### src/rtl/soc_mmio_io_pkg.sv
// Shared definitions for the soc_mmio_io register block: word offsets,
// SCANCTRL bit positions and the bus data type.
package soc_mmio_io_pkg;
  typedef logic [31:0] bus_data_t;

  localparam logic [2:0] OFF_LEDCOL0  = 3'd0;
  localparam logic [2:0] OFF_KEYSTATE = 3'd4;
  localparam logic [2:0] OFF_KEYPRESS = 3'd5;
  localparam logic [2:0] OFF_SCANCTRL = 3'd6;
  localparam logic [2:0] OFF_RSVD     = 3'd7;

  localparam int SC_EN_BIT  = 0;
  localparam int SC_INV_BIT = 1;
endpackage

### src/rtl/soc_mmio_io_key_debounce.sv
// Single-key debouncer: 2-flop synchroniser, stability counter, debounced
// level (1 = pressed) and a one-cycle pulse in the first pressed cycle.
module key_debounce #(
  parameter int DEB_CYCLES = 12000
) (
  input  logic clk,
  input  logic rst,
  input  logic key_n,
  output logic state,
  output logic press
);
  localparam int CNT_W = $clog2(DEB_CYCLES + 1);

  logic             sync1_q, sync1_d, sync2_q, sync2_d;
  logic             state_q, state_d, press_q, press_d;
  logic [CNT_W-1:0] cnt_q, cnt_d;

  // Counter only runs while the synchronised level disagrees with the
  // debounced state; any agreeing cycle drops it back to zero.
  always_comb begin
    sync1_d = ~key_n;
    sync2_d = sync1_q;
    state_d = state_q;
    press_d = 1'b0;
    cnt_d   = '0;
    if (sync2_q != state_q) begin
      if (cnt_q == CNT_W'(DEB_CYCLES - 1)) begin
        state_d = ~state_q;
        press_d = ~state_q;
      end else begin
        cnt_d = cnt_q + CNT_W'(1);
      end
    end
  end

  always_ff @(posedge clk) begin
    if (rst) begin
      sync1_q <= 1'b0;
      sync2_q <= 1'b0;
      state_q <= 1'b0;
      press_q <= 1'b0;
      cnt_q   <= '0;
    end else begin
      sync1_q <= sync1_d;
      sync2_q <= sync2_d;
      state_q <= state_d;
      press_q <= press_d;
      cnt_q   <= cnt_d;
    end
  end

  assign state = state_q;
  assign press = press_q;
endmodule

### src/rtl/soc_mmio_io.sv
// MMIO LED-matrix scanner and debounced key block on a simple valid/done bus.
// Define SOC_MMIO_IO_KEYLATCH_EN to build the write-1-to-clear KEYPRESS latch.
module soc_mmio_io
  import soc_mmio_io_pkg::*;
#(
  parameter int          NCOL       = 4,
  parameter int          NKEYS      = 4,
  parameter logic [31:0] BASE_ADDR  = 32'h0000_1000,
  parameter int          DEB_CYCLES = 12000,
  parameter int          SCAN_DIV   = 1024
) (
  input  logic             clk,
  input  logic             rst,
  input  logic             mem_valid,
  input  logic [31:0]      mem_addr,
  input  logic [31:0]      mem_wdata,
  input  logic             mem_wstrobe,
  output logic [31:0]      mem_rdata,
  output logic             mem_done,
  input  logic [NKEYS-1:0] keys_n,
  output logic [7:0]       leds_n,
  output logic [NCOL-1:0]  lcol_n
);
  localparam int DIV_W = (SCAN_DIV > 1) ? $clog2(SCAN_DIV) : 1;

  logic             hit, wr, en;
  logic [2:0]       off;
  logic [7:0]       ledcol_q [4];
  logic [7:0]       ledcol_d [4];
  logic [1:0]       scanctrl_q, scanctrl_d;
  logic             done_q;
  bus_data_t        rdata_q, rdata_d;
  logic [DIV_W-1:0] div_q, div_d;
  logic [1:0]       col_q, col_d;
  logic [NKEYS-1:0] keystate, press, keypress_rd;
  logic             unused_bits;

  assign hit = mem_valid && (mem_addr[31:5] == BASE_ADDR[31:5]);
  assign wr  = hit && mem_wstrobe;
  assign off = mem_addr[4:2];
  assign en  = scanctrl_q[SC_EN_BIT];
  assign unused_bits = ^{mem_addr[1:0], mem_wdata[31:8]};

  for (genvar i = 0; i < NKEYS; i++) begin : g_key
    key_debounce #(.DEB_CYCLES(DEB_CYCLES)) u_deb (
      .clk   (clk),
      .rst   (rst),
      .key_n (keys_n[i]),
      .state (keystate[i]),
      .press (press[i])
    );
  end

`ifdef SOC_MMIO_IO_KEYLATCH_EN
  logic [NKEYS-1:0] keypress_q, keypress_d;

  // Press is OR-ed after the clear so a same-cycle event survives the W1C.
  always_comb begin
    keypress_d = keypress_q;
    if (wr && off == OFF_KEYPRESS) keypress_d = keypress_d & ~mem_wdata[NKEYS-1:0];
    keypress_d = keypress_d | press;
  end

  always_ff @(posedge clk) begin
    if (rst) keypress_q <= '0;
    else     keypress_q <= keypress_d;
  end

  assign keypress_rd = keypress_q;
`else
  logic unused_press;
  assign unused_press = ^press;
  assign keypress_rd  = '0;
`endif

  always_comb begin
    ledcol_d   = ledcol_q;
    scanctrl_d = scanctrl_q;
    rdata_d    = '0;
    if (wr) begin
      if (off < OFF_KEYSTATE && int'(off) < NCOL) ledcol_d[off[1:0]] = mem_wdata[7:0];
      if (off == OFF_SCANCTRL) scanctrl_d = mem_wdata[1:0];
    end
    if (hit && !mem_wstrobe) begin
      if (off < OFF_KEYSTATE) begin
        if (int'(off) < NCOL) rdata_d[7:0] = ledcol_q[off[1:0]];
      end else if (off == OFF_KEYSTATE) begin
        rdata_d[NKEYS-1:0] = keystate;
      end else if (off == OFF_KEYPRESS) begin
        rdata_d[NKEYS-1:0] = keypress_rd;
      end else if (off == OFF_SCANCTRL) begin
        rdata_d[1:0] = scanctrl_q;
      end
    end
  end

  // Column dwell: divider and column sit at zero while scanning is off.
  always_comb begin
    div_d = div_q;
    col_d = col_q;
    if (!en) begin
      div_d = '0;
      col_d = '0;
    end else if (div_q == DIV_W'(SCAN_DIV - 1)) begin
      div_d = '0;
      col_d = (col_q == 2'(NCOL - 1)) ? 2'd0 : col_q + 2'd1;
    end else begin
      div_d = div_q + DIV_W'(1);
    end
  end

  always_ff @(posedge clk) begin
    if (rst) begin
      for (int i = 0; i < 4; i++) ledcol_q[i] <= '0;
      scanctrl_q <= '0;
      done_q     <= 1'b0;
      rdata_q    <= '0;
      div_q      <= '0;
      col_q      <= '0;
    end else begin
      ledcol_q   <= ledcol_d;
      scanctrl_q <= scanctrl_d;
      done_q     <= hit;
      rdata_q    <= rdata_d;
      div_q      <= div_d;
      col_q      <= col_d;
    end
  end

  assign mem_done  = done_q;
  assign mem_rdata = rdata_q;
  assign lcol_n    = en ? ~(NCOL'(1) << col_q) : '1;
  assign leds_n    = (!en || div_q == '0) ? 8'hFF
                   : ~(ledcol_q[col_q] ^ {8{scanctrl_q[SC_INV_BIT]}});
endmodule

### config.mk
export PLATFORM = sky130hd
export DESIGN_NAME = soc_mmio_io
export DESIGN_NICKNAME = d
export VERILOG_FILES = /design/src/rtl/soc_mmio_io_pkg.sv /design/src/rtl/soc_mmio_io_key_debounce.sv /design/src/rtl/soc_mmio_io.sv
export SDC_FILE = /design/constraint.sdc
export NUM_CORES = 1
export LEC_CHECK = 0
export CORE_ASPECT_RATIO = 1.1
export CORE_UTILIZATION = 52
export CTS_BUF_LIST = sky130_fd_sc_hd__clkbuf_8 sky130_fd_sc_hd__clkbuf_16
export CTS_CLUSTER_DIAMETER = 150
export DETAILED_ROUTE_END_ITERATION = 8
export PLACE_DENSITY = 0.92
export SETUP_SLACK_MARGIN = 0.1
export SLEW_MARGIN = 5
export SYNTH_ARGS = -nofsm -noshare
export SYNTH_HDL_FRONTEND = slang
export SYNTH_SLANG_ARGS = --single-unit
### constraint.sdc
create_clock -name clk -period 2.39 [get_ports clk]
set_input_delay 0.478 -clock clk [delete_from_list [all_inputs] [get_ports clk]]
set_output_delay 0.478 -clock clk [all_outputs]
set_load 0.005 [all_outputs]
# After elaboration in Yosys (flattened, before gate mapping)
# Index checks and enable logic that the tools add are counted.
# totals
reg_bits	147
latch_bits	0
ramBits	0
romBits	0
input_bits	72
output_inout_bits	45
elab_cells	114
mem_count	0
# classes
add_sub_neg	6
mul	0
div_mod_pow	0
order_cmp	5
n_eq_ne	14
shift	1
mux	17
n_bitwise	21
n_reduce_logical	23
# op_table
operator	count
14-bit by 1-bit adder with 14-bit output (second input constant)	4
14-bit == test (second input constant)	4
8-bit 2-to-1 mux	7
8-bit binary-select mux with 2-bit select	2
32-bit bitwise mux	1
27-bit by 8-bit == test with 1-bit output (second input constant)	1
8-bit demux with 2-bit select	1
1-bit inverter	16
3-bit OR reduction	5
4-bit 2-to-1 mux	3
2-bit AND reduction	6
10-bit by 1-bit adder with 10-bit output (second input constant)	1
10-bit == test (second input constant)	1
10-bit logical NOT	1
3-bit == test (second input constant)	3
8-bit inverter	1
8-bit bitwise XOR	1
3-bit >= comparator (second input constant)	2
3-bit less-than comparator (second input constant)	2
2-bit 2-to-1 mux	3
2-bit inverter with 3-bit output	2
1-bit logical AND	5
1-bit != test	4
4-bit inverter	1
8 further kinds	10

# Logic depth before layout (Yosys ltp)
# Gate-level depths: netlist of the first run.
# logic_depth
ltp_word	7
depth_mapped	7
mapped_depth_nobuf	5

# Hierarchy
# From an unflattened synthesis of the first run, not the netlist that was laid out.
# unflattened
hier_cells	620
area_unflattened_um2	6336.1
# by_module_without_submodules
module	n_inst	cells_per_inst	area_per_inst_um2	seq_area_each_um2
key_debounce	4	80	794.5	360.3
soc_mmio_io	1	300	3158.0	1101.1

# Worst setup path after synthesis of the first run
# No wires, ideal clock.
# synth_path
kind	reg2out
startpoint	reg col_q[0]
endpoint	out leds_n[0]
t_arrival_ps	1416
required_time_ps	1912
setup_slack_ps	496
path_stages_with_launch	5
path_buffers	1
cell_sequence	dfxtp_1 buf_2 mux4_2 xor2_1 nand2b_1
# synth_between
elab_chain_len	7
# synth_lines
item	line_no	source
from (decl)	soc_mmio_io.sv:34	logic [1:0] col_q, col_d;
from (signal assigned)	soc_mmio_io.sv:126	col_q <= col_d;
2-bit inverter with 3-bit output (implied by the code)	soc_mmio_io.sv:134	: ~(ledcol_q[col_q] ^ {8{scanctrl_q[SC_INV_BIT]}});
8-bit binary-select mux with 2-bit select	soc_mmio_io.sv:134	
8-bit 2-to-1 mux (implied by the code) (2 in series)	soc_mmio_io.sv:134	
8-bit bitwise XOR	soc_mmio_io.sv:134	
8-bit inverter	soc_mmio_io.sv:134	
8-bit 2-to-1 mux	soc_mmio_io.sv:133	assign leds_n = (!en || div_q == '0) ? 8'hFF
to (decl)	soc_mmio_io.sv:21	output logic [7:0] leds_n,
# Every way passes these cells. The select of a mux whose other input is x is not followed.

# Final worst setup path of the first run
# layout_path
startpoint	reg div_q[2]
endpoint	out leds_n[4]
# layout_between
elab_chain_len	3
# layout_lines
item	line_no	source
from (decl)	soc_mmio_io.sv:33	logic [DIV_W-1:0] div_q, div_d;
from (signal assigned)	soc_mmio_io.sv:125	div_q <= div_d;
10-bit logical NOT	soc_mmio_io.sv:133	
1-bit logical OR	soc_mmio_io.sv:133	
8-bit 2-to-1 mux	soc_mmio_io.sv:133	
# Every way passes these cells.

==> results of run 1 <==
-- cells in the final DEF (no fill, tap or decap), types with 14 or more instances in the layout --
cell type	Yosys	routed
nand2_1	27	27
xor2_1	28	28
clkdlybuf4s50_1	0	54
nor3_1	15	15
nand3_1	23	23
buf_4	27	14
xnor2_1	38	38
inv_1	13	14
clkbuf_16	0	17
nand4_1	20	20
nand2b_1	51	43
dfxtp_1	123	120
mux4_2	16	16
conb_1	1	24
nor2_1	90	90
mux2i_1	42	42
-- what timing repair did --
item / in CTS / in global routing
endpoints found under the setup margin: 11 / 11
gates resized for setup: 57 / 7
setup buffers: 4 / 3
pin swaps: 4 / 2
-- metrics by stage --
step / total power [mW] / std cells / worst slack (ps)
2_1_floorplan: 2.217 / 637 / 495.7
3_3_place_gp: 2.295 / 820 / 43.91
3_5_place_dp: 2.301 / 820 / -121.2
4_1_cts: 4.770 / 855 / -238.5
5_1_grt: 4.899 / 858 / -306.6
6_report: 4.778 / 858 / -270.3
-- registers in the layout, summed over array words and instances (netlist names) --
name	flops
g_key.u_deb.cnt_q	56
col_q	2
ledcol_q	32
mem_done	1
g_key.u_deb.sync2_q	4
mem_rdata	8
g_key.u_deb.state	4
div_q	10
scanctrl_q	2
g_key.u_deb.sync1_q	4
-- layout make-up --
class / count / area [µm²] / share of cell area, %
flip-flops and latches: 123 / 2469 / 32.43
inverters: 13 / 48.80 / 0.6411
clock inverters: 12 / 123.9 / 1.627
well taps: 147 / 183.9 / 2.417
clock buffers: 19 / 452.9 / 5.951
multi-input cells: 455 / 3410 / 44.80
repair buffers: 89 / 923.4 / 12.13
-- report_power, final --
| group | internal [mW] | switching (mW) |
|---|---|---|
| Clock | 1.57 | 0.943 |
| Sequential | 2.06 | 0.00538 |
| Combinational | 0.106 | 0.0907 |
-- critical path: stages, from the launching register on --
cell	delay, ps
dfxtp_4	350
nor4_4	290
nand3b_1	190
o41ai_4	300
buf_4	190
buf_6	120
buf_6	110
nand2b_4	120
buf_6	90
-- metal layers --
metal	routed length (µm)	track usage (%)	vias up	part of all wire, %
met3	756	6.066	43	5.1
met4	472	10.80	0	3.2
met5	0	0	-	0
li1	-	-	2234	-
met2	8115	49.85	178	54
met1	5593	26.70	2285	37
-- cells by family (layout without fill, tap and decap cells) --
| logic type | after synthesis | count (layout) | synth area share (%) |
|---|---|---|---|
| buffers and inverters | 59 | 133 | 5.468 |
| AOI/OAI and AO/OA | 10 | 10 | 1.060 |
| and+or+nand+nor | 287 | 287 | 27.84 |
| adders and majority gates | 10 | 10 | 2.079 |
| other | 1 | 24 | 0.06231 |
| muxes | 58 | 58 | 12.97 |
| xor gates and xnor gates | 66 | 66 | 9.605 |
| DFF | 123 | 123 | 40.91 |
-- path summary, 6_finish.rpt --
check,cells past startpoint,endpoint,slack (ps)
max,8,leds_n[4],-270
min,1,g_key[0].u_deb.sync2_q,440
max reg2reg,4,g_key[1].u_deb.cnt_q[3],390
min reg2reg,1,g_key[0].u_deb.sync2_q,440
==> flow_summary.toml, run 1 <==
[final_layout]
utilization_pct = 68.50
diodes = 0
area_growth_pct = 26.47
n_fill_cell = 755
layout.nets = 781
drive_gt1_share_pct = 15.61
design_area_um2 = 7611

[global_routing]
grt_pass1_wl_mm = 24.09
gr-total-overflow = 0
antenna_found_initial = 0
grt_max_degree = 62
gr-usage-all-layers_pct = 25.76
first_global_vias = 5039

[synth]
synth_top_area_cell = "dfxtp_1"
ys_top_cells_by_area = "dfxtp_1 (41%), mux2i_1 (7.0%), mux4_2 (6.0%)"
synth_area_per_cell_um2 = 9.802
synth.yosys.seq_area_share_pct = 40.91
yosys_register_bits = 123
synth_ff_type = "dfxtp_1"
async_reset_ff_share_pct = 0
syn-cell-area_um2 = 6018
synth_cells = 614
synth.most_common_cell = "dfxtp_1"
synth_edf_count = 0
yosysUniqueCellTypes = 43
synth_commonest_cells = "dfxtp_1 (123), nor2_1 (90), nand2b_1 (51), mux2i_1 (42), xnor2_1 (38)"
yosysTopAreaCellShare_pct = 40.91
synth-warning-count = 0

[worst_setup_path]
crit_arrival_ps = 2180
crit_fanout = 6
critPathCaptureType = "output port"
path_class = "reg2out"
start_kind = "register"
required_ps = 1910
rr_startpoint = "g_key[1].u_deb.cnt_q[5]"
crit_start = "div_q[2]"

[sta]
setup_tns_ps = -1524
finClkSkew_ps = 6.054
fmax_ghz = 0.3759
rsz0062_at_grt = "yes"
drv_slew = 0
hold_viol = 0
hold_ws_ps = 437.6
worst_pin_slew_ps = 545.8
setup_viol = 8
fin_crit_ps = 2660
relSlewSlack_pct = 63.56
period_share_pct = 111.3
worst_slack_ps = -270.3

[routing]
vias = 4740
via_per_inst = 5.524
drc = 0
routed_wl_mm = 14.94
wl_per_cell_um = 17.41
drtAntennaViolNets = 0
first_pass_iters = 5
drt_iter0_drc = 267

[floorplan]
die_w_um = 104.6
rows = 40
dieArea_um2 = 12010
pin_count = 117
start_util_pct = 54.17
die_h_um = 114.8
core_um2 = 11110

[outcome]
violations = "negative setup slack"
outcome = "finished, violations left"

[placed_design]
io_buffers = 66
dp_hpwl_mm = 9.515
placed_area_um2 = 6839
place.gp.congestion = 0.8770

[job]
cap_violations = 0

[pwr]
p_leak_nw = 2.637
p_per_area_nw_per_um2 = 627.8
vdd_drop_max_uv = 477.3

[clock_tree]
cts.sinks = 123
cts.path.max_buffers = 2
numCtsBuffers = 17
htreeDepth = 4
tritoncts = "done"
clk_latency_ps = 420
clk_pin_slew_worst_paths_ps = 60
root_buffer = "clkbuf_16"
hold_buffers = 0

[hold_path]
hold_path.class = "reg2reg"
hold_start = "g_key[0].u_deb.sync1_q"
Note: power is estimated with default switching activity, not from simulation.
==> inputs of run 2 (changes only) <==
--- a/config.mk
+++ b/config.mk
@@ -7,7 +7,6 @@
 export LEC_CHECK = 0
 export CORE_ASPECT_RATIO = 1.1
 export CORE_UTILIZATION = 52
-export CTS_BUF_LIST = sky130_fd_sc_hd__clkbuf_8 sky130_fd_sc_hd__clkbuf_16
 export CTS_CLUSTER_DIAMETER = 150
 export DETAILED_ROUTE_END_ITERATION = 8
 export PLACE_DENSITY = 0.92
==> run 2 against run 1 <==
  * First-iteration DRC count fell by 0.75%
  * The flow still finishes with violations (negative setup slack)
  * Flip-flop and latch count did not move
  * Largest cell class unchanged
  * Largest power group unchanged
  * Utilization did not move
  * Critical endpoint unchanged
==> flow_summary.toml, run 2 (synthesis results as in run 1) <==
[clock_tree]
clk_pin_slew_worst_paths_ps = 60
hold_buffers = 0
clk_latency_ps = 420
cts.sinks = 123
cts.path.max_buffers = 2
numCtsBuffers = 17
tritoncts = "done"
root_buffer = "clkbuf_16"
htreeDepth = 4

[worst_setup_path]
path_class = "reg2out"
ff2ff_path_depth = 4
crit_fanout = 6
rrSetupSlack_ps = 380
required_ps = 1910
cp_cell_sequence = "nor4_4, nand3b_1, o41ai_4, buf_4, buf_6, buf_6, nand2b_4, buf_6"
rr_startpoint = "g_key[1].u_deb.cnt_q[5]"
slowest_stage = "dfxtp_4"
cpMostUsedCell = "buf_6"
crit_arrival_ps = 2190
critPathCaptureType = "output port"
start_kind = "register"
r2r-end = "g_key[1].u_deb.cnt_q[3]"
slowest_delay_ps = 350

[placed_design]
io_buffers = 66
dp_hpwl_mm = 9.515
place_inst = 820
place.gp.congestion = 0.8770

[final_layout]
diodes = 0
regArea_um2 = 2469
final_common_cell = "dfxtp_1"
largest_reg_flops = 56
top_register = "g_key.u_deb.cnt_q"
final_cell_mix = "dfxtp_1 (120), nor2_1 (90), clkdlybuf4s50_1 (54)"
multi_input_area_um2 = 3410
utilization_pct = 68.50
n_fill_cell = 755
layout.nets = 781
fin_cells = 858
reg.largest.list = "g_key.u_deb.cnt_q: 56 flops, ledcol_q: 32 flops, div_q: 10 flops"
drive_gt1_share_pct = 15.61
area_growth_pct = 26.47

[routing]
via_per_inst = 5.534
vias = 4748
drt_iter0_drc = 265
drtAntennaViolNets = 0
drc = 0
top_layer = "met4"
wl_met2_mm = 8.126
route.met3.wl_um = 777
first_pass_iters = 5
wl_met1_mm = 5.592
wl_per_cell_um = 17.44
routed_wl_mm = 14.97

[hold_path]
hold_depth = 1
holdPathEnd = "g_key[0].u_deb.sync2_q"
hold_start = "g_key[0].u_deb.sync1_q"
hold_path.class = "reg2reg"

[floorplan]
die_h_um = 114.8
start_util_pct = 54.17
die_w_um = 104.6
core_um2 = 11110
dieArea_um2 = 12010
pin_count = 117
rows = 40

[job]
cap_violations = 0

[sta]
fmax_ghz = 0.3752
setup_tns_ps = -1517
worst_slack_ps = -275.5
drv_slew = 0
setup_viol = 8
fin_crit_ps = 2666
finClkSkew_ps = 6.068
worst_pin_slew_ps = 547.9
relSlewSlack_pct = 63.42
hold_ws_ps = 437.7
rsz0062_at_grt = "yes"
hold_viol = 0
period_share_pct = 111.5

[global_routing]
grt_max_degree = 62
first_global_vias = 5039
gr-total-overflow = 0
grt_pass1_wl_mm = 24.09
gr-usage-all-layers_pct = 25.76
antenna_found_initial = 0

[pwr]
total_power_mw = 4.781
p_leak_nw = 2.633
vdd_drop_max_uv = 480.1
p_per_area_nw_per_um2 = 628.2

[outcome]
outcome = "finished, violations left"
violations = "negative setup slack"
==> run 2: cell types whose count changed in the layout (fill, tap and decap cells not counted), sizes merged <==
cell and change:
inv -1, clkbuf +1
==> run 2: worst max path at each step <==
stage	start	endpoint	slack (ps)	depth (start not counted)
finish	div_q[2]	leds_n[4]	-280	8
global route	div_q[2]	leds_n[4]	-310	8
CTS	div_q[2]	leds_n[3]	-240	8
detailed placement	div_q[6]	leds_n[3]	-120	6
global placement	mem_addr[21]	scanctrl_q[0]	40	6
floorplan	col_q[0]	leds_n[0]	500	4
==> run 2: metal layers <==
layer  GRT usage (%)  up-vias
li1                -     2235
met1           26.70     2284
met5               0        -
met2           49.85      187
met3           6.066       42
met4           10.80        0
==> run 2: worst max-delay path, delay by kind of cell, from the launching register on <==
family,cells,cell delay [ps]
AOI/OAI and AO/OA,1,300
and+or+nand+nor,3,610
DFF,1,350
buffers and inverters,4,510
==> run 2: timing repair <==
item,in CTS,in global routing
pin swaps,4,2
gates resized for setup,57,7
cloned,0,0
setup buffers,4,3
endpoints found under the setup margin,11,11
==> run 2: power breakdown <==
| group | internal, mW | leakage [nW] | switching (mW) |
|---|---|---|---|
| combinational | 0.106 | 1.36 | 0.0906 |
| sequential | 2.06 | 0.994 | 0.00538 |
| clock | 1.58 | 0.278 | 0.942 |
| total | 3.74 | 2.63 | 1.04 |
==> run 2: metrics by stage <==
step	worst slack [ps]	instance area [µm²]
final	-275.5	7611
after global routing	-306.6	7611
after CTS	-238.5	7555
after detailed placement	-121.2	6839
after global placement	43.91	6839
after floorplan	495.7	6105
==> run 2: final cells by class <==
type / count / share of cell area (%)
Tap cell: 147 / 2.417
Sequential cell: 123 / 32.43
Clock buffer: 20 / 6.000
Timing Repair Buffer: 89 / 12.13
Clock inverter: 11 / 1.578
Multi-Input combinational cell: 455 / 44.80
Inverter: 13 / 0.6411
==> inputs of run 3 (changes only) <==
--- a/config.mk
+++ b/config.mk
@@ -5,11 +5,13 @@
 export SDC_FILE = /design/constraint.sdc
 export NUM_CORES = 1
 export LEC_CHECK = 0
+export CAP_MARGIN = 20
 export CORE_ASPECT_RATIO = 1.1
-export CORE_UTILIZATION = 52
+export CORE_UTILIZATION = 54
+export CTS_BUF_LIST = sky130_fd_sc_hd__clkbuf_8
 export CTS_CLUSTER_DIAMETER = 150
 export DETAILED_ROUTE_END_ITERATION = 8
-export PLACE_DENSITY = 0.92
+export PLACE_DENSITY = 0.95
 export SETUP_SLACK_MARGIN = 0.1
 export SLEW_MARGIN = 5
 export SYNTH_ARGS = -nofsm -noshare
==> run 3 against run 2 <==
  * The flow still finishes with violations (negative setup slack)
  * Utilization is 0.53 points lower
  * Critical endpoint is now leds_n[0]
  * Worst hold slack improved by 6.2 ps
  * Sequential share of layout area is 1.0 points higher
  * Non-clock buffer count grew 1
  * Die area is 3.6% lower
  * Via count is 2.6% higher
  * Critical path type unchanged
==> flow_summary.toml, run 3 (synthesis results as in run 1) <==
[routing]
drtAntennaViolNets = 0
via_per_inst = 5.663
vias = 4870
drt_iter0_drc = 310
wl_per_cell_um = 17.43
routed_wl_mm = 14.99
drc = 0
first_pass_iters = 7

[worst_setup_path]
crit_fanout = 5
crit_arrival_ps = 2020
start_kind = "register"
path_class = "reg2out"
rr_startpoint = "g_key[1].u_deb.cnt_q[5]"
required_ps = 1910
ff2ff_path_depth = 4
critPathCaptureType = "output port"
r2r-end = "g_key[1].u_deb.cnt_q[13]"
rrSetupSlack_ps = 330

[clock_tree]
hold_buffers = 0
numCtsBuffers = 17
tritoncts = "done"
cts.sinks = 123
clk_latency_ps = 450
clk_pin_slew_worst_paths_ps = 70
htreeDepth = 4
cts.path.max_buffers = 2
root_buffer = "clkbuf_8"

[global_routing]
grt_pass1_wl_mm = 23.89
gr-total-overflow = 0
first_global_vias = 4992
antenna_found_initial = 0
grt_max_degree = 62
gr-usage-all-layers_pct = 27.11

[sta]
drv_slew = 0
setup_viol = 7
worst_pin_slew_ps = 663.2
period_share_pct = 104.5
hold_viol = 0
worst_slack_ps = -107.0
relSlewSlack_pct = 55.45
fin_crit_ps = 2497
fmax_ghz = 0.4005
rsz0062_at_grt = "yes"
finClkSkew_ps = 10.22
hold_ws_ps = 443.9

[outcome]
outcome = "finished, violations left"
violations = "negative setup slack"

[hold_path]
holdPathEnd = "g_key[0].u_deb.sync2_q"
hold_depth = 1
hold_path.class = "reg2reg"
hold_start = "g_key[0].u_deb.sync1_q"

[placed_design]
placed_area_um2 = 6839
dp_hpwl_mm = 9.258
io_buffers = 66
place_inst = 820
pre_cts_ws_ps = 3.862
place.gp.congestion = 0.8851

[pwr]
comb_power_share_pct = 4.7
p_leak_nw = 2.497
p_switching_mw = 0.9287
vdd_drop_max_uv = 595.9
switching_share_pct = 21.91
p_int_mw = 3.310
p_per_area_nw_per_um2 = 574.2
power_frac_seq_pct = 48.6
pwr-share-clk_pct = 46.6

[job]
cap_violations = 0

[final_layout]
design_area_um2 = 7382
final_common_cell = "dfxtp_1"
final_cell_mix = "dfxtp_1 (119), nor2_1 (90), clkdlybuf4s50_1 (54)"
fin_cells = 860
diodes = 0
area_growth_pct = 22.66
layout.nets = 782
drive_gt1_share_pct = 14.59
utilization_pct = 67.97
reg.largest.list = "g_key.u_deb.cnt_q: 56 flops, ledcol_q: 32 flops, div_q: 10 flops"
top_register = "g_key.u_deb.cnt_q"
largest_reg_flops = 56

[floorplan]
start_util_pct = 55.41
die_w_um = 102.7
core_um2 = 10860
pin_count = 117
rows = 40
die_h_um = 112.7
dieArea_um2 = 11570
-- run 3: final cells by class --
cell class                 count  area (µm²)
clock inverter                14       177.7
fill                         694        3478
inverter                      13       48.80
multi-input combinational    455        3343
tap                          147       183.9
clock buffer                  18       247.7
timing repair buffer          90       910.9
sequential                   123        2470
-- run 3: critical path, cell delays in order (launching register included) --
cell and delay (ps):
dfxtp_4 380, buf_12 130, mux4_2 510, xor2_1 240, nand2b_1 110, clkdlybuf4s15_1 210
-- run 3: worst max path at each step --
stage	endpoint	from	slack, ps
finish	leds_n[0]	col_q[0]	-110
global route	leds_n[4]	div_q[6]	-200
CTS	leds_n[4]	div_q[4]	-170
detailed placement	scanctrl_q[1]	mem_addr[15]	4
global placement	scanctrl_q[1]	mem_addr[14]	50
floorplan	leds_n[0]	col_q[0]	500
-- run 3: what timing repair did --
item / in CTS / in global routing
resized for setup: 37 / 6
pin swaps: 3 / 3
setup endpoints to repair: 12 / 10
cloned: 0 / 1
setup buffers: 6 / 1
-- run 3: per-layer routing --
layer | share of wire, % | global-route usage, %
met1 | 36 | 29.21
met2 | 53 | 47.02
met3 | 7.6 | 8.400
met4 | 3.9 | 14.00
met5 | 0 | 0
-- run 3: power by group through the flow --
stage	Combinational (mW)	Sequential [mW]	Clock, mW
6_report	0.201	2.06	1.98
5_1_grt	0.215	2.06	2.07
4_1_cts	0.197	2.06	1.98
3_5_place_dp	0.192	2.11	0
3_3_place_gp	0.188	2.11	0
2_1_floorplan	0.110	2.11	0
-- run 3: metrics by stage --
step / power, mW / setup TNS, ps
after global placement: 2.296 / 0
after CTS: 4.241 / -843.6
after floorplan: 2.217 / 0
final: 4.239 / -356.7
after global routing: 4.348 / -1110
after detailed placement: 2.301 / 0
